===== config.mk =====
export PLATFORM = sky130hd
export DESIGN_NAME = prog_loader
export DESIGN_NICKNAME = d
export VERILOG_FILES = /design/src/rtl/prog_loader_pkg.sv /design/src/rtl/prog_loader_uart_rx.sv /design/src/rtl/prog_loader.sv
export SDC_FILE = /design/constraint.sdc
export NUM_CORES = 1
export LEC_CHECK = 0
export CORE_ASPECT_RATIO = 0.9
export CORE_MARGIN = 2
export CORE_UTILIZATION = 60
export DETAILED_ROUTE_END_ITERATION = 7
export PLACE_DENSITY = 0.89
export SLEW_MARGIN = 0
export SYNTH_ARGS = -nofsm -noshare
export SYNTH_HDL_FRONTEND = slang
export SYNTH_SLANG_ARGS = --single-unit

===== constraint.sdc =====
create_clock -name clk -period 7.05 [get_ports clk]
set_input_delay 1.0575 -clock clk [delete_from_list [all_inputs] [get_ports clk]]
set_output_delay 1.0575 -clock clk [all_outputs]
set_load 0.005 [all_outputs]

===== src/rtl/prog_loader_pkg.sv =====
// prog_loader_pkg: shared constants for the UART program loader.
//   - UART frame constants (data bits per frame)
//   - receiver and loader state encodings
//   - effective_len(): rounds a raw header length down to whole 16-byte blocks
package prog_loader_pkg;

  localparam int DATA_BITS   = 8;
  localparam int ADDR_LEN    = 32;
  localparam int LEN_W       = 32;
  localparam int BLOCK_BYTES = 16;

  typedef enum logic [2:0] {
    RX_IDLE  = 3'd0,
    RX_START = 3'd1,
    RX_BITS  = 3'd2,
    RX_STOP  = 3'd3,
    RX_BREAK = 3'd4
  } rx_state_t;

  typedef enum logic [1:0] {
    LD_HDR  = 2'd0,
    LD_LOAD = 2'd1,
    LD_FIN  = 2'd2
  } ld_state_t;

  // The low nibble of the header length is ignored: only whole blocks load.
  function automatic logic [LEN_W-1:0] effective_len(input logic [LEN_W-1:0] n);
    return n & {{(LEN_W-4){1'b1}}, 4'b0000};
  endfunction

endpackage


===== src/rtl/prog_loader_uart_rx.sv =====
// uart_rx_byte: 8N1 UART receiver.
//   clk, reset_x  : core clock, asynchronous active-low reset
//   rxd           : serial input, idle high, asynchronous to clk
//   rx_byte       : last received byte (valid while byte_valid is high)
//   byte_valid    : one-cycle pulse per correctly framed byte
//   frame_err     : one-cycle pulse when a stop bit is sampled low
module uart_rx_byte
  import prog_loader_pkg::*;
#(
  parameter int CLKS_PER_BIT = 868
) (
  input  logic                 clk,
  input  logic                 reset_x,
  input  logic                 rxd,
  output logic [DATA_BITS-1:0] rx_byte,
  output logic                 byte_valid,
  output logic                 frame_err
);

  localparam int CNT_W = $clog2(CLKS_PER_BIT);
  localparam int BIT_W = $clog2(DATA_BITS);
  localparam logic [CNT_W-1:0] LAST_CNT = CNT_W'(CLKS_PER_BIT - 1);
  localparam logic [CNT_W-1:0] HALF_CNT = CNT_W'(CLKS_PER_BIT / 2 - 1);
  localparam logic [BIT_W-1:0] LAST_BIT = BIT_W'(DATA_BITS - 1);

  logic [1:0]           sync_r;
  logic                 rx_s;
  rx_state_t            state_r, state_next;
  logic [CNT_W-1:0]     cnt_r, cnt_next;
  logic [BIT_W-1:0]     bit_r, bit_next;
  logic [DATA_BITS-1:0] shift_r, shift_next;
  logic [DATA_BITS-1:0] byte_r, byte_next;
  logic                 valid_r, valid_next;
  logic                 ferr_r, ferr_next;
  logic                 tick_s;

  assign rx_s       = sync_r[1];
  assign tick_s     = (cnt_r == LAST_CNT);
  assign rx_byte    = byte_r;
  assign byte_valid = valid_r;
  assign frame_err  = ferr_r;

  // Two-flop synchronizer; resets to the idle line level.
  always_ff @(posedge clk or negedge reset_x) begin
    if (!reset_x) begin
      sync_r <= 2'b11;
    end else begin
      sync_r <= {sync_r[0], rxd};
    end
  end

  // Receiver next-state, bit timer and shift logic.
  always_comb begin
    state_next = state_r;
    cnt_next   = cnt_r;
    bit_next   = bit_r;
    shift_next = shift_r;
    byte_next  = byte_r;
    valid_next = 1'b0;
    ferr_next  = 1'b0;
    case (state_r)
      RX_IDLE: begin
        cnt_next = '0;
        if (!rx_s) begin
          state_next = RX_START;
        end else begin
          state_next = RX_IDLE;
        end
      end
      RX_START: begin
        // Re-check the line half a bit in; a high level means a glitch.
        if (cnt_r == HALF_CNT) begin
          cnt_next = '0;
          bit_next = '0;
          if (!rx_s) begin
            state_next = RX_BITS;
          end else begin
            state_next = RX_IDLE;
          end
        end else begin
          cnt_next = cnt_r + CNT_W'(1);
        end
      end
      RX_BITS: begin
        if (tick_s) begin
          cnt_next   = '0;
          shift_next = {rx_s, shift_r[DATA_BITS-1:1]};
          if (bit_r == LAST_BIT) begin
            state_next = RX_STOP;
          end else begin
            bit_next = bit_r + BIT_W'(1);
          end
        end else begin
          cnt_next = cnt_r + CNT_W'(1);
        end
      end
      RX_STOP: begin
        if (tick_s) begin
          cnt_next = '0;
          if (rx_s) begin
            valid_next = 1'b1;
            byte_next  = shift_r;
            state_next = RX_IDLE;
          end else begin
            ferr_next  = 1'b1;
            state_next = RX_BREAK;
          end
        end else begin
          cnt_next = cnt_r + CNT_W'(1);
        end
      end
      RX_BREAK: begin
        // Hold here until the line recovers so a long break is not re-read.
        if (rx_s) begin
          state_next = RX_IDLE;
        end else begin
          state_next = RX_BREAK;
        end
      end
      default: begin
        state_next = RX_IDLE;
        cnt_next   = '0;
      end
    endcase
  end

  // Receiver state and datapath registers.
  always_ff @(posedge clk or negedge reset_x) begin
    if (!reset_x) begin
      state_r <= RX_IDLE;
      cnt_r   <= '0;
      bit_r   <= '0;
      shift_r <= '0;
      byte_r  <= '0;
      valid_r <= 1'b0;
      ferr_r  <= 1'b0;
    end else begin
      state_r <= state_next;
      cnt_r   <= cnt_next;
      bit_r   <= bit_next;
      shift_r <= shift_next;
      byte_r  <= byte_next;
      valid_r <= valid_next;
      ferr_r  <= ferr_next;
    end
  end

endmodule


===== src/rtl/prog_loader.sv =====
// prog_loader: UART program loader.
//   Receives a 4-byte little-endian length header followed by the image and
//   emits dmem (32-bit) and imem (128-bit) write strobes.
//   clk, reset_x : core clock, asynchronous active-low reset
//   rxd          : UART serial input
//   addr         : byte offset of the word being written
//   data         : newest word in [127:96]; full block with byte0 in [7:0]
//   we_32        : one pulse per completed 32-bit word
//   we_128       : one pulse per completed 16-byte block (with that word's we_32)
//   done         : image fully loaded, sticky
//   err          : sticky framing-error flag
module prog_loader
  import prog_loader_pkg::*;
#(
  parameter int CLKS_PER_BIT = 868,
  parameter int ADDR_W       = ADDR_LEN
) (
  input  logic              clk,
  input  logic              reset_x,
  input  logic              rxd,
  output logic [ADDR_W-1:0] addr,
  output logic [127:0]      data,
  output logic              we_32,
  output logic              we_128,
  output logic              done,
  output logic              err
);

  logic [DATA_BITS-1:0] rx_byte;
  logic                 byte_valid;
  logic                 frame_err;

  ld_state_t            ld_r, ld_next;
  logic                 hdr_take_s;
  logic                 data_take_s;
  logic [1:0]           hdr_cnt_r;
  logic [LEN_W-1:0]     len_r;
  logic [LEN_W-1:0]     hdr_word_s;
  logic [LEN_W-1:0]     byte_cnt_r;
  logic [LEN_W-1:0]     cnt_inc_s;
  logic [LEN_W-1:0]     word_start_s;
  logic [ADDR_W-1:0]    addr_r;
  logic [127:0]         data_r;
  logic                 we_32_r;
  logic                 we_128_r;
  logic                 done_r;
  logic                 err_r;

  uart_rx_byte #(
    .CLKS_PER_BIT(CLKS_PER_BIT)
  ) u_rx (
    .clk       (clk),
    .reset_x   (reset_x),
    .rxd       (rxd),
    .rx_byte   (rx_byte),
    .byte_valid(byte_valid),
    .frame_err (frame_err)
  );

  // Header bytes arrive LSB first, so each new byte enters at the top.
  assign hdr_word_s   = {rx_byte, len_r[LEN_W-1:DATA_BITS]};
  assign cnt_inc_s    = byte_cnt_r + 32'd1;
  assign word_start_s = cnt_inc_s - 32'd4;

  assign addr   = addr_r;
  assign data   = data_r;
  assign we_32  = we_32_r;
  assign we_128 = we_128_r;
  assign done   = done_r;
  assign err    = err_r;

  // Loader state register.
  always_ff @(posedge clk or negedge reset_x) begin
    if (!reset_x) begin
      ld_r <= LD_HDR;
    end else begin
      ld_r <= ld_next;
    end
  end

  // Loader next-state and byte routing.
  always_comb begin
    ld_next     = ld_r;
    hdr_take_s  = 1'b0;
    data_take_s = 1'b0;
    case (ld_r)
      LD_HDR: begin
        if (byte_valid) begin
          hdr_take_s = 1'b1;
          if (hdr_cnt_r == 2'd3) begin
            if (effective_len(hdr_word_s) == 32'd0) begin
              ld_next = LD_FIN;
            end else begin
              ld_next = LD_LOAD;
            end
          end else begin
            ld_next = LD_HDR;
          end
        end else begin
          ld_next = LD_HDR;
        end
      end
      LD_LOAD: begin
        if (byte_valid) begin
          data_take_s = 1'b1;
          if (cnt_inc_s == len_r) begin
            ld_next = LD_FIN;
          end else begin
            ld_next = LD_LOAD;
          end
        end else begin
          ld_next = LD_LOAD;
        end
      end
      LD_FIN: begin
        ld_next = LD_FIN;
      end
      default: begin
        ld_next = LD_HDR;
      end
    endcase
  end

  // Header capture, byte counter, data shift register and write strobes.
  always_ff @(posedge clk or negedge reset_x) begin
    if (!reset_x) begin
      hdr_cnt_r  <= 2'd0;
      len_r      <= '0;
      byte_cnt_r <= '0;
      addr_r     <= '0;
      data_r     <= '0;
      we_32_r    <= 1'b0;
      we_128_r   <= 1'b0;
      done_r     <= 1'b0;
      err_r      <= 1'b0;
    end else begin
      we_32_r  <= 1'b0;
      we_128_r <= 1'b0;
      done_r   <= (ld_r == LD_FIN);
      if (frame_err) begin
        err_r <= 1'b1;
      end
      if (hdr_take_s) begin
        hdr_cnt_r  <= hdr_cnt_r + 2'd1;
        byte_cnt_r <= '0;
        if (hdr_cnt_r == 2'd3) begin
          len_r <= effective_len(hdr_word_s);
        end else begin
          len_r <= hdr_word_s;
        end
      end
      if (data_take_s) begin
        data_r     <= {rx_byte, data_r[127:DATA_BITS]};
        byte_cnt_r <= cnt_inc_s;
        // Word complete: strobe next cycle with the word's start offset.
        if (cnt_inc_s[1:0] == 2'b00) begin
          we_32_r  <= 1'b1;
          addr_r   <= ADDR_W'(word_start_s);
          we_128_r <= (cnt_inc_s[3:0] == 4'b0000);
        end
      end
    end
  end

endmodule

# Yosys cells after proc, flatten, opt, wreduce, memory -nomap -nowiden
# Index checks and enable logic that the tools add are counted.
[totals] register_bits=268 input_bits=3 output_inout_bits=164 elab_cells=89
[op_classes] addsub=5 n_eq_ne=16 muxes=37 reduce_logical=13
[op_table] cell="32-bit two-way mux" count=2
[op_table] cell="32-bit by 1-bit adder with 32-bit output (second input constant)" count=1
[op_table] cell="32-bit == test" count=1
[op_table] cell="32-bit zero test" count=1
[op_table] cell="32-bit by 3-bit subtractor with 32-bit output (second input constant)" count=1
[op_table] cell="10-bit case mux with 3 select lines" count=1
[op_table] cell="3-bit two-way mux" count=8
[op_table] cell="10-bit two-way mux" count=2
[op_table] cell="3-bit case mux with 5 select lines" count=1
[op_table] cell="1-bit two-way mux" count=14
[op_table] cell="2-bit two-way mux" count=6
[op_table] cell="10-bit by 1-bit adder with 10-bit output (second input constant)" count=1
[op_table] cell="10-bit == test (second input constant)" count=1
[op_table] cell="10-bit by 9-bit == test with 1-bit output (second input constant)" count=1
[op_table] cell="2-bit by 1-bit inequality test with 1-bit output (second input constant)" count=4
[op_table] cell="4-bit AND reduction" count=2
[op_table] cell="3-bit by 2-bit == test with 1-bit output (second input constant)" count=2
[op_table] cell="3-bit == test (second input constant)" count=2
[op_table] cell="2-bit case mux with 3 select lines" count=1
[op_table] cell="3-bit case mux with 2 select lines" count=1
[op_table] cell="2-bit == test (second input constant)" count=2
[op_table] cell="2-bit zero test" count=2
[op_table] cell="4-bit zero test" count=1
[op_table] cell="4-bit two-way mux" count=1
[op_table] cell="other kinds (10)" count=12

# Depth between registers and ports, before layout
# Gate-level depths: netlist of the first run.
[depth] depth_word=5 depth_mapped=11 depth_no_buf=9

# Hierarchy
# Synthesis of the first run repeated with hierarchy kept, for this count alone.
[hier_totals] hier_cells=1458 hier_area_um2=13201.4
[modules_own_cells] mod="prog_loader" n_inst=1 cells_per_inst=1316 area_each_um2=11468.5 seq_area_each_um2=5805.6
[modules_own_cells] mod="uart_rx_byte" n_inst=1 cells_per_inst=142 area_each_um2=1732.9 seq_area_each_um2=903.4

# Worst setup path after synthesis of the first run
# No wires, ideal clock.
[synth_path] path_kind="flip-flop to flip-flop" startpoint="register byte_cnt_r[1]" endpoint="register addr_r[27] (netlist: addr[27])" setup_ns=0.069 t_arrival_ns=2.973 required_ns=6.981 setup_slack_ns=4.008 stages_incl_launch_ff=11 path_buffers=1 period_less_slack_ns=3.042 path_cell_list="dfrtp_1 -> ha_1 -> or4b_1 -> nor3_1 -> or3_1 -> nor3b_1 -> nand4b_1 -> or3_1 -> buf_2 -> o41a_1 -> nand3_1"
[synth_between] elab_chain_len=3 elab_cells_between_ends=4 classes_between="2 x add/sub; 2 x reduce/logical"
[synth_lines] element="start: declaration" line="prog_loader.sv:39" text="logic [LEN_W-1:0] byte_cnt_r;"
[synth_lines] element="start signal: assignment" line="prog_loader.sv:154" text="byte_cnt_r <= cnt_inc_s;"
[synth_lines] element="32-bit by 1-bit adder with 32-bit output (*)" line="prog_loader.sv:62" text="assign cnt_inc_s = byte_cnt_r + 32'd1;"
[synth_lines] element="parallel branches: the longest is 2 deep, another holds 32-bit by 3-bit subtractor with 32-bit output"
[synth_lines] element="end signal: assignment" line="prog_loader.sv:158" text="addr_r <= ADDR_W'(word_start_s);"
[synth_lines] element="end: declaration" line="prog_loader.sv:42" text="logic [ADDR_W-1:0] addr_r;"
# Mark *: on every way between the ends.
# A chain may end at the register's enable or synchronous reset.

# Final worst setup path of the first run
[layout_path] startpoint="register byte_cnt_r[0]" endpoint="register addr_r[31] (netlist: addr[31])"
# The elaborated chain is that of the path after synthesis.

==> reports/results.ini, run 1 <==
[pwr]
powerDensity_mw_per_mm2=197
combinationalPowerShare_pct=1.0
power.static_leakage_nw=7.48
seq_power_share_pct=49.8
power.switching_w=0.000625
p_sw_share_pct=20.2
internal_w=0.00246
clock_power_share_pct=49.2
vdd_drop_max_v=0.000167

[logic_synthesis]
most_frequent_cells_after_synthesis=478 x nand2_1, 266 x dfrtp_1, 85 x o21ai_0
synth_largest_type_area_fraction_pct=51.4
synth-seq-cells=268
synthMuxAreaShare_pct=4.28
asyncSetResetFlopFracSynth_pct=100
yosys.area.top_type=dfrtp_1
synth_seq_area_share_pct=51.8
synthesized_instance_count=1413
ys.flop_type=dfrtp_1
adder_cell_share_of_the_synthesized_area_pct=0.870
synth_xor_xnor_area_share_pct=5.86
synth_cell_type_count=71
yosys.cell_count.top_type=nand2_1
syn-num-nets=1425
synth-edff-count=0
mappedNetlistArea_mm2=0.0129
compound_cell_area_share_of_the_yosys_netlist_pct=9.19
post_synth_and_or_nand_nor_area_fraction_pct=24.4
syn_avg_cell_area_um2=9.16
yosysWarnings=0
synthTopCellsByArea=dfrtp_1 51%, nand2_1 14%, mux2_2 3.7%, xnor2_1 3.4%, o21ai_0 3.3%
dominant_combinational_cell_family_by_area_after_synthesis=simple AND/OR/NAND/NOR gates

[critical_path]
r2r_startpoint=byte_cnt_r[0]$_DFFE_PN0P_
cp.arrival_ns=4.22
ff2ff_path_depth=9
crit_path_top_delay_cell=dfrtp_1
terminus_of_the_critical_flop_to_flop_path=addr[31]$_DFFE_PN0P_
critical_path.endpoint_type=flop
cp_common_cell=o31ai_1
path_cells=ha_1 -> nand3_1 -> o31ai_1 -> nand4_1 -> nor3b_1 -> nand4b_1 -> or3_1 -> o21a_1 -> o31ai_1
worstSetupPathType=flop to flop
cpPeakStageDelay_ns=0.58
setup_slack_of_the_most_critical_reg_to_reg_path_ns=3.26
worstPathRequired_ns=7.48
critical_path.max_fanout=10
setup.worst_path.start_class=flop

[die]
core-area_mm2=0.0210
die_y_um=143
chipWidth_um=159
initial_core_util_pct=61.6
io_pins=167
die_area_mm2=0.0228
rows=50

[route]
drc=0
route.vias.total=11175
viasPerCell=6.07
iteration_count_of_the_initial_detailed_routing_pass=8
wl_um=36700
dr.first_iter.drc_count=1151
postRouteAntennaNets=0
routed_wire_length_per_instance_um=19.9

[timing]
layout_setup_ws_ns=3.26
worst_clock_skew_ns=0.0203
layout_min_cycle_time_ns=3.79
slew_of_the_pin_with_the_lowest_slew_margin_ns=1.31
max_freq_mhz=264
finalSetupViolations=0
finalHoldWorstSlack_ns=0.353
setup_tns_ns=0
finalHoldViolCount=0
timing.slew.headroom_pct=12.2
rsz0062_at_grt=no
timing.final.max_slew_violations=0
final_worst_path_period_share_pct=53.8

[cells_and_area]
n_fill_cell=1429
multiInputGateArea_mm2=0.00580
final_nets=1548
design_area_mm2=0.0157
sequential_cell_area_mm2=0.00671
fin_cells=1841
final_layout_size_suffix_gt1_share_pct=7.59
diodes=0
layout-area-overhead-vs-synth_pct=21.2

[grt]
grt_first_pass_wirelength_um=58900
first_global_vias=10699
globalRouteTotalUtil_pct=32.7
grt_start_max_net_pins=155
antenna_found_initial=0
globalRouteOverflowTotal=0

[place]
buffer_ports.inserted=166
place_hpwl_um=25400
dp_worst_slack_ns=3.33
placedCellCount=1793
place.gp.congestion=1.03
placed_cell_area_mm2=0.0147

[clocking]
clock_latency_ns=0.55
cts_inserted_buffers=27
cts_buffer_depth=3
clock-sinks=268
cts_tree=done
master_cell_of_the_clock_root_buffer=clkbuf_16
worst_setup_hold_path_clk_slew_ns=0.06
post_cts_buffers=0
h-tree-depth=1
hold_buffers=0
postCtsResizedCells=0

[hold_path]
hold_path_class=flop to flop
timing.hold.worst.start=u_rx.sync_r[0]$_DFF_PN1_
hold_path_depth=0
holdPathEnd=u_rx.sync_r[1]$_DFF_PN1_

[outcome]
result_of_the_run=finished, final reports clean

[run]
max_cap_viol_count=0

-- worst max-delay path, delay by kind of cell, from the launching register on --
family	cells	cell delay, ns
and+or+nand+nor	5	1.84
AOI/OAI and AO/OA	3	0.90
DFF	1	0.58
adders and majority gates	1	0.34
-- metrics by stage --
| step | util, % | total power (W) |
|---|---|---|
| after global routing | 74.6 | 0.00317 |
| after global placement | 70.1 | 0.00160 |
| after detailed placement | 70.1 | 0.00160 |
| final | 74.6 | 0.00309 |
| after floorplan | - | 0.00157 |
| after CTS | 74.6 | 0.00311 |
-- per-layer routing --
metal | vias up | wire length [um] | track usage (%)
li1 | 5078 | - | -
met1 | 5497 | 15500 | 46.4
met2 | 508 | 17000 | 51.9
met3 | 92 | 2950 | 5.83
met4 | 0 | 1250 | 10.6
met5 | - | 0 | 0
-- sequential cells by signal, indices dropped and copies added, names as in the netlist, 3 cells and up --
name          cells
byte_cnt_r       32
len_r            32
u_rx.bit_r        3
u_rx.state_r      3
u_rx.rx_byte      8
u_rx.cnt_r       10
addr             32
data            128
u_rx.shift_r      8
-- worst max path at each step --
stage | cells after the start | startpoint | end
CTS | 9 | byte_cnt_r[0]$_DFFE_PN0P_ | addr[31]$_DFFE_PN0P_
global placement | 9 | byte_cnt_r[0]$_DFFE_PN0P_ | addr[27]$_DFFE_PN0P_
floorplan | 10 | byte_cnt_r[1]$_DFFE_PN0P_ | addr[27]$_DFFE_PN0P_
global route | 9 | byte_cnt_r[0]$_DFFE_PN0P_ | addr[31]$_DFFE_PN0P_
finish | 9 | byte_cnt_r[0]$_DFFE_PN0P_ | addr[31]$_DFFE_PN0P_
detailed placement | 9 | byte_cnt_r[0]$_DFFE_PN0P_ | addr[31]$_DFFE_PN0P_
-- final cells by class --
| class | instances | share of cell area [%] |
|---|---|---|
| Inverter | 29 | 0.694 |
| Timing Repair Buffer | 178 | 11.3 |
| Tap cell | 286 | 2.28 |
| Clock inverter | 10 | 1.04 |
| Sequential cell | 268 | 42.8 |
| Clock buffer | 38 | 5.02 |
| Multi-Input combinational cell | 1032 | 36.9 |
-- cells in the final DEF, fill, tap and decap left out, types with 7 or more instances in the layout --
cell type	n
and4_1	7
xor2_1	20
nor3_1	22
and3_1	9
o31ai_1	16
nor4_1	25
mux2i_1	7
mux2_2	43
nand2_1	477
o22ai_1	9
a31oi_1	11
clkdlybuf4s50_1	165
a21oi_1	30
xnor2_1	51
clkbuf_8	7
buf_4	11
dfrtp_1	266
and2_1	7
nand4_1	25
nor2_1	31
clkbuf_16	27
o21ai_0	85
nand3_1	45
inv_1	28
ha_1	9
or3_1	12
-- cells by family (layout without fill, tap and decap cells) --
family / count (synthesis) / after routing
muxes: 50 / 50
xor gates and xnor gates: 77 / 77
buffers and inverters: 113 / 255
and+or+nand+nor: 703 / 703
DFF: 268 / 268
AOI/OAI and AO/OA: 193 / 193
adders and majority gates: 9 / 9
-- power groups by stage --
stage | sequential, W | combinational (W) | clock [W]
floorplan | 0.00157 | 0.0000000268 | 0
global placement | 0.00157 | 0.0000331 | 0
detailed placement | 0.00157 | 0.0000332 | 0
CTS | 0.00154 | 0.0000331 | 0.00154
global route | 0.00154 | 0.0000375 | 0.00160
finish | 0.00154 | 0.0000310 | 0.00152
No activity file was read; power rests on OpenSTA's default activity.
==> inputs of run 2 (changes only) <==
--- a/config.mk
+++ b/config.mk
@@ -7,9 +7,9 @@
 export LEC_CHECK = 0
 export CORE_ASPECT_RATIO = 0.9
 export CORE_MARGIN = 2
-export CORE_UTILIZATION = 60
+export CORE_UTILIZATION = 56
 export DETAILED_ROUTE_END_ITERATION = 7
-export PLACE_DENSITY = 0.89
+export PLACE_DENSITY = 0.84
 export SLEW_MARGIN = 0
 export SYNTH_ARGS = -nofsm -noshare
 export SYNTH_HDL_FRONTEND = slang
==> constraint.sdc (replaced) <==
create_clock -name clk -period 3.8 [get_ports clk]
set_input_delay 0.57 -clock clk [delete_from_list [all_inputs] [get_ports clk]]
set_output_delay 0.57 -clock clk [all_outputs]
set_load 0.005 [all_outputs]
==> run 2 against run 1 <==
Compared with the run above: clock power is 82% higher; sequential power increased by 86%; combinational power rose by 98%; clock-buffer cell count stayed put; worst setup slack lost 2.9 ns; hold slack worse by 0.33 ns; final area rose by 1.1%; largest cell class unchanged; highest routed layer unchanged.
==> reports/results.ini, run 2 (synthesis results as in run 1) <==
[outcome]
result_of_the_run=finished, final reports clean

[clocking]
master_cell_of_the_clock_root_buffer=clkbuf_16
worst_setup_hold_path_clk_slew_ns=0.06
clock-sinks=268
post_cts_buffers=0
cts_inserted_buffers=28
clock_latency_ns=0.55
h-tree-depth=1
cts_tree=done
cts_buffer_depth=3

[grt]
antenna_found_initial=0
grt_first_pass_wirelength_um=56400
grt_start_max_net_pins=94
first_global_vias=10448
globalRouteTotalUtil_pct=29.2
globalRouteOverflowTotal=0

[timing]
layout_min_cycle_time_ns=3.47
timing.final.max_slew_violations=0
finalSetupViolations=0
finalHoldViolCount=0
slew_of_the_pin_with_the_lowest_slew_margin_ns=1.25
timing.slew.headroom_pct=16.8
setup_tns_ns=0
worst_clock_skew_ns=0.0147
max_freq_mhz=288
final_worst_path_period_share_pct=91.4
rsz0062_at_grt=no

[run]
max_cap_viol_count=0

[place]
place.gp.congestion=0.957
buffer_ports.inserted=166
place_hpwl_um=24800

[pwr]
clock_power_share_pct=48.7
internal_w=0.00451
seq_power_share_pct=50.2
p_sw_share_pct=20.7
powerDensity_mw_per_mm2=359
vdd_drop_max_v=0.000341
combinationalPowerShare_pct=1.1
power.static_leakage_nw=7.59
power.switching_w=0.00118

[cells_and_area]
highest_count_cells_in_the_layout_ignoring_fill_and_taps=477 x nand2_1, 266 x dfrtp_1, 165 x clkdlybuf4s50_1
final_design_utilization_pct=70.3
n_fill_cell=1664
mostFrequentLayoutCell=nand2_1
layout-area-overhead-vs-synth_pct=22.5
final_layout_size_suffix_gt1_share_pct=9.00
diodes=0
number_of_flip_flops_in_the_largest_register=128
final_nets=1568

[route]
viasPerCell=5.84
postRouteAntennaNets=0
routed_wire_length_per_instance_um=18.9
route.vias.total=10947
drc=0
iteration_count_of_the_initial_detailed_routing_pass=5
wl_um=35300
dr.first_iter.drc_count=1046

[critical_path]
cp.arrival_ns=3.95
critical_path.max_fanout=12
cpPeakStageDelay_ns=0.70
setup.worst_path.start_class=flop
setup_slack_of_the_most_critical_reg_to_reg_path_ns=0.33
path_cells=clkinv_1 -> or4_4 -> o31a_1 -> nor4_4 -> nand4_1 -> or3_1 -> o41a_1 -> nand3_1
worstSetupPathType=flop to flop
critical_path.endpoint_type=flop
crit_family=simple AND/OR/NAND/NOR gates
worst-path-buf-inv=1
worstPathRequired_ns=4.27
crit_path_top_delay_cell=or4_4

[hold_path]
hold_path_class=input pin to async pin

[die]
chipWidth_um=164
io_pins=167
initial_core_util_pct=57.4
die_y_um=148
die_area_mm2=0.0244
rows=52
core-area_mm2=0.0226

[run 2: area by class of cell]
cell class / instances / area [um^2] / share of cell area [%]
clock buffers: 38 / 820 / 5.17
flip-flops and latches: 268 / 6710 / 42.3
repair buffers: 197 / 1920 / 12.1
well taps: 297 / 372 / 2.34
clock inverters: 13 / 130 / 0.820
multi-input cells: 1032 / 5800 / 36.6
inverters: 29 / 109 / 0.686
[run 2: power groups by stage]
stage               clock (W)  sequential, W  combinational (W)
finish                0.00277        0.00286          0.0000614
global placement            0        0.00291          0.0000653
global route          0.00293        0.00285          0.0000742
floorplan                   0        0.00291       0.0000000474
detailed placement          0        0.00291          0.0000656
CTS                   0.00281        0.00286          0.0000657
[run 2: final timing paths]
path,from,end,depth (start not counted)
worst max-delay path,byte_cnt_r[2]$_DFFE_PN0P_,addr[27]$_DFFE_PN0P_,8
worst min-delay path,reset_x,we_128$_DFF_PN0_,1
worst max register to register,byte_cnt_r[2]$_DFFE_PN0P_,addr[27]$_DFFE_PN0P_,8
worst min register to register,u_rx.sync_r[0]$_DFF_PN1_,u_rx.sync_r[1]$_DFF_PN1_,0
max in group asynchronous,reset_x,u_rx.sync_r[1]$_DFF_PN1_,2
min in group clk,u_rx.sync_r[0]$_DFF_PN1_,u_rx.sync_r[1]$_DFF_PN1_,0
[run 2: per-layer routing]
metal / part of all wire [%] / track usage [%] / wire, um / vias to the layer above
met1: 44 / 42.6 / 15400 / 5337
met4: 3.3 / 9.43 / 1160 / 0
met5: 0 / 0 / 0 / -
li1: - / - / - / 5098
met2: 46 / 44.8 / 16200 / 432
met3: 7.2 / 4.82 / 2540 / 80
[run 2: repair_timing]
action	4_1_cts	5_1_grt
gates resized for setup	0	1
endpoints found under the setup margin	0	4
hold buffers	0	0
[run 2: worst register-to-register path, stage by stage, from the launching register on]
cell and delay [ns]:
dfrtp_1 0.56, clkinv_1 0.33, or4_4 0.71, o31a_1 0.38
nor4_4 0.30, nand4_1 0.18, or3_1 0.47, o41a_1 0.41
nand3_1 0.08
[run 2: metrics by stage]
step	total power, W	hold slack [ns]	setup slack, ns	std cells	cell area (um^2)
3_5_place_dp	0.00297	0.347	0.280	1823	14900
3_3_place_gp	0.00297	0.347	0.386	1823	14900
2_1_floorplan	0.00291	0.274	0.758	1413	12900
5_1_grt	0.00586	0.0974	0.0157	1874	15900
4_1_cts	0.00573	0.0791	0.247	1874	15900
6_report	0.00569	0.0206	0.327	1874	15900
==> inputs of run 3 (changes only) <==
==> constraint.sdc (replaced) <==
create_clock -name clk -period 3.21 [get_ports clk]
set_input_delay 0.4815 -clock clk [delete_from_list [all_inputs] [get_ports clk]]
set_output_delay 0.4815 -clock clk [all_outputs]
set_load 0.005 [all_outputs]
==> run 3 against run 2 <==
Compared with the run above: utilization increased by 2.1 points; critical path depth increased by 1; hold slack improved by 0.34 ns; global-route usage grew 1.2 points; die area is the same; worst setup slack lost 0.15 ns.
==> reports/results.ini, run 3 (synthesis results as in run 1) <==
[route]
viasPerCell=5.87
drc=0
routed_wire_length_per_instance_um=19.1
route.vias.total=11245
postRouteAntennaNets=0
wl_um=36500
dr.first_iter.drc_count=1170
iteration_count_of_the_initial_detailed_routing_pass=7

[run]
max_cap_viol_count=0

[cells_and_area]
final_nets=1611
mostFrequentLayoutCell=nand2_1
multiInputGateArea_mm2=0.00585
n_fill_cell=1588
final_layout_size_suffix_gt1_share_pct=12.3
highest_count_cells_in_the_layout_ignoring_fill_and_taps=477 x nand2_1, 260 x dfrtp_1, 165 x clkdlybuf4s50_1
diodes=0
number_of_flip_flops_in_the_largest_register=128
sequential_cell_area_mm2=0.00672
final_design_utilization_pct=72.3
design_area_mm2=0.0163
layout-area-overhead-vs-synth_pct=26.1

[place]
place.gp.congestion=0.963
placed_cell_area_mm2=0.0153
buffer_ports.inserted=166
place_hpwl_um=25600

[timing]
setup_tns_ns=0
final_worst_path_period_share_pct=94.6
worst_clock_skew_ns=0.0147
finalHoldWorstSlack_ns=0.357
slew_of_the_pin_with_the_lowest_slew_margin_ns=0.750
timing.final.max_slew_violations=0
timing.slew.headroom_pct=49.7
finalSetupViolations=0
max_freq_mhz=329
layout_min_cycle_time_ns=3.04
rsz0062_at_grt=no
finalHoldViolCount=0

[clocking]
h-tree-depth=1
master_cell_of_the_clock_root_buffer=clkbuf_16
clock-sinks=268
worst_setup_hold_path_clk_slew_ns=0.07
clock_latency_ns=0.54
cts_inserted_buffers=27
cts_buffer_depth=3
cts_tree=done

[critical_path]
crit_path_top_delay_cell=a2111oi_4
critical_path.endpoint_type=flop
ff2ff_path_depth=9
path_cells=nand4_4 -> nor3_1 -> buf_12 -> nand4_1 -> a2111oi_4 -> and4b_1 -> or3b_1 -> xnor2_1 -> o21ai_0
cp.arrival_ns=3.49
critical_path.max_fanout=12
worstPathRequired_ns=3.67
setup.worst_path.start_class=flop
r2r_startpoint=byte_cnt_r[0]$_DFFE_PN0P_
worstSetupPathType=flop to flop
setup_slack_of_the_most_critical_reg_to_reg_path_ns=0.17
critPathLaunch=byte_cnt_r[0]$_DFFE_PN0P_
terminus_of_the_critical_flop_to_flop_path=addr[30]$_DFFE_PN0P_
cpPeakStageDelay_ns=0.51

[grt]
grt_first_pass_wirelength_um=58500
globalRouteOverflowTotal=0
globalRouteTotalUtil_pct=30.3
first_global_vias=10716
antenna_found_initial=0
grt_start_max_net_pins=152

[hold_path]
timing.hold.worst.start=u_rx.sync_r[0]$_DFF_PN1_
hold_path_class=flop to flop
holdPathEnd=u_rx.sync_r[1]$_DFF_PN1_
hold_path_depth=0

[pwr]
p_sw_share_pct=20.1
powerDensity_mw_per_mm2=422
internal_w=0.00551
power.static_leakage_nw=7.82
combinationalPowerShare_pct=1.1
vdd_drop_max_v=0.000408
seq_power_share_pct=49.0
power.switching_w=0.00139
power.total_w=0.00690
clock_power_share_pct=49.9

[die]
chipWidth_um=164
io_pins=167
die_y_um=148
initial_core_util_pct=57.4
die_area_mm2=0.0244
core-area_mm2=0.0226
rows=52

[outcome]
result_of_the_run=finished, final reports clean

run 3: cell types whose count changed in the layout (fill, tap and decap cells not counted), sizes merged:
| cell | change |
|---|---|
| inv | +1 |
| buf | +43 |
| clkinv | -2 |
| dlygate4sd3 | +1 |
| bufinv | +4 |
| clkbuf | -4 |
run 3: worst max-delay path by stage:
| stage | to | slack (ns) | depth (start not counted) |
|---|---|---|---|
| after detailed placement | addr[27]$_DFFE_PN0P_ | 0.09 | 10 |
| final | addr[30]$_DFFE_PN0P_ | 0.17 | 9 |
| after CTS | addr[27]$_DFFE_PN0P_ | 0.04 | 10 |
| after global placement | addr[27]$_DFFE_PN0P_ | 0.13 | 9 |
| after floorplan | addr[27]$_DFFE_PN0P_ | 0.17 | 10 |
| after global routing | addr[27]$_DFFE_PN0P_ | 0.01 | 8 |
run 3: repair_timing:
item                       in CTS  in global routing
hold buffers                    1                  0
resized for setup               0                 17
buffers inserted                0                  1
setup endpoints to repair       0                 15
hold endpoints to repair       65                  0
run 3: critical path, delay by kind of cell, from the launching register on:
kind                   cells  cell delay, ns
AO/OA/AOI/OAI              2            0.68
XOR/XNOR                   1            0.14
buffers and inverters      1            0.20
flip-flops                 1            0.48
AND/OR/NAND/NOR            5            1.48
run 3: power groups by stage:
stage                     combinational, W  sequential [W]  clock, W
after floorplan               0.0000000556         0.00344         0
after global placement           0.0000791         0.00344         0
after detailed placement         0.0000798         0.00344         0
after CTS                        0.0000812         0.00338   0.00348
after global routing             0.0000913         0.00338   0.00363
final                            0.0000761         0.00338   0.00344
run 3: layout make-up:
cell class,count,share of cell area (%)
well taps,297,2.28
clock inverters,16,1.48
inverters,29,0.667
flip-flops and latches,268,41.1
clock buffers,34,4.54
repair buffers,241,14.1
multi-input cells,1032,35.8
run 3: per-stage QoR:
| step | setup slack (ns) | instances |
|---|---|---|
| 3_5_place_dp | 0.0904 | 1865 |
| 6_report | 0.175 | 1917 |
| 4_1_cts | 0.0390 | 1916 |
| 5_1_grt | 0.0101 | 1917 |
| 2_1_floorplan | 0.168 | 1413 |
| 3_3_place_gp | 0.134 | 1865 |
run 3: metal layers:
metal  vias to the layer above  global-route usage [%]  part of all wire [%]
li1                       5214                       -                     -
met1                      5424                    44.6                    44
met2                       508                    46.5                    45
met3                        99                    4.32                   6.9
met4                         0                    10.4                   3.8
met5                         -                       0                     0
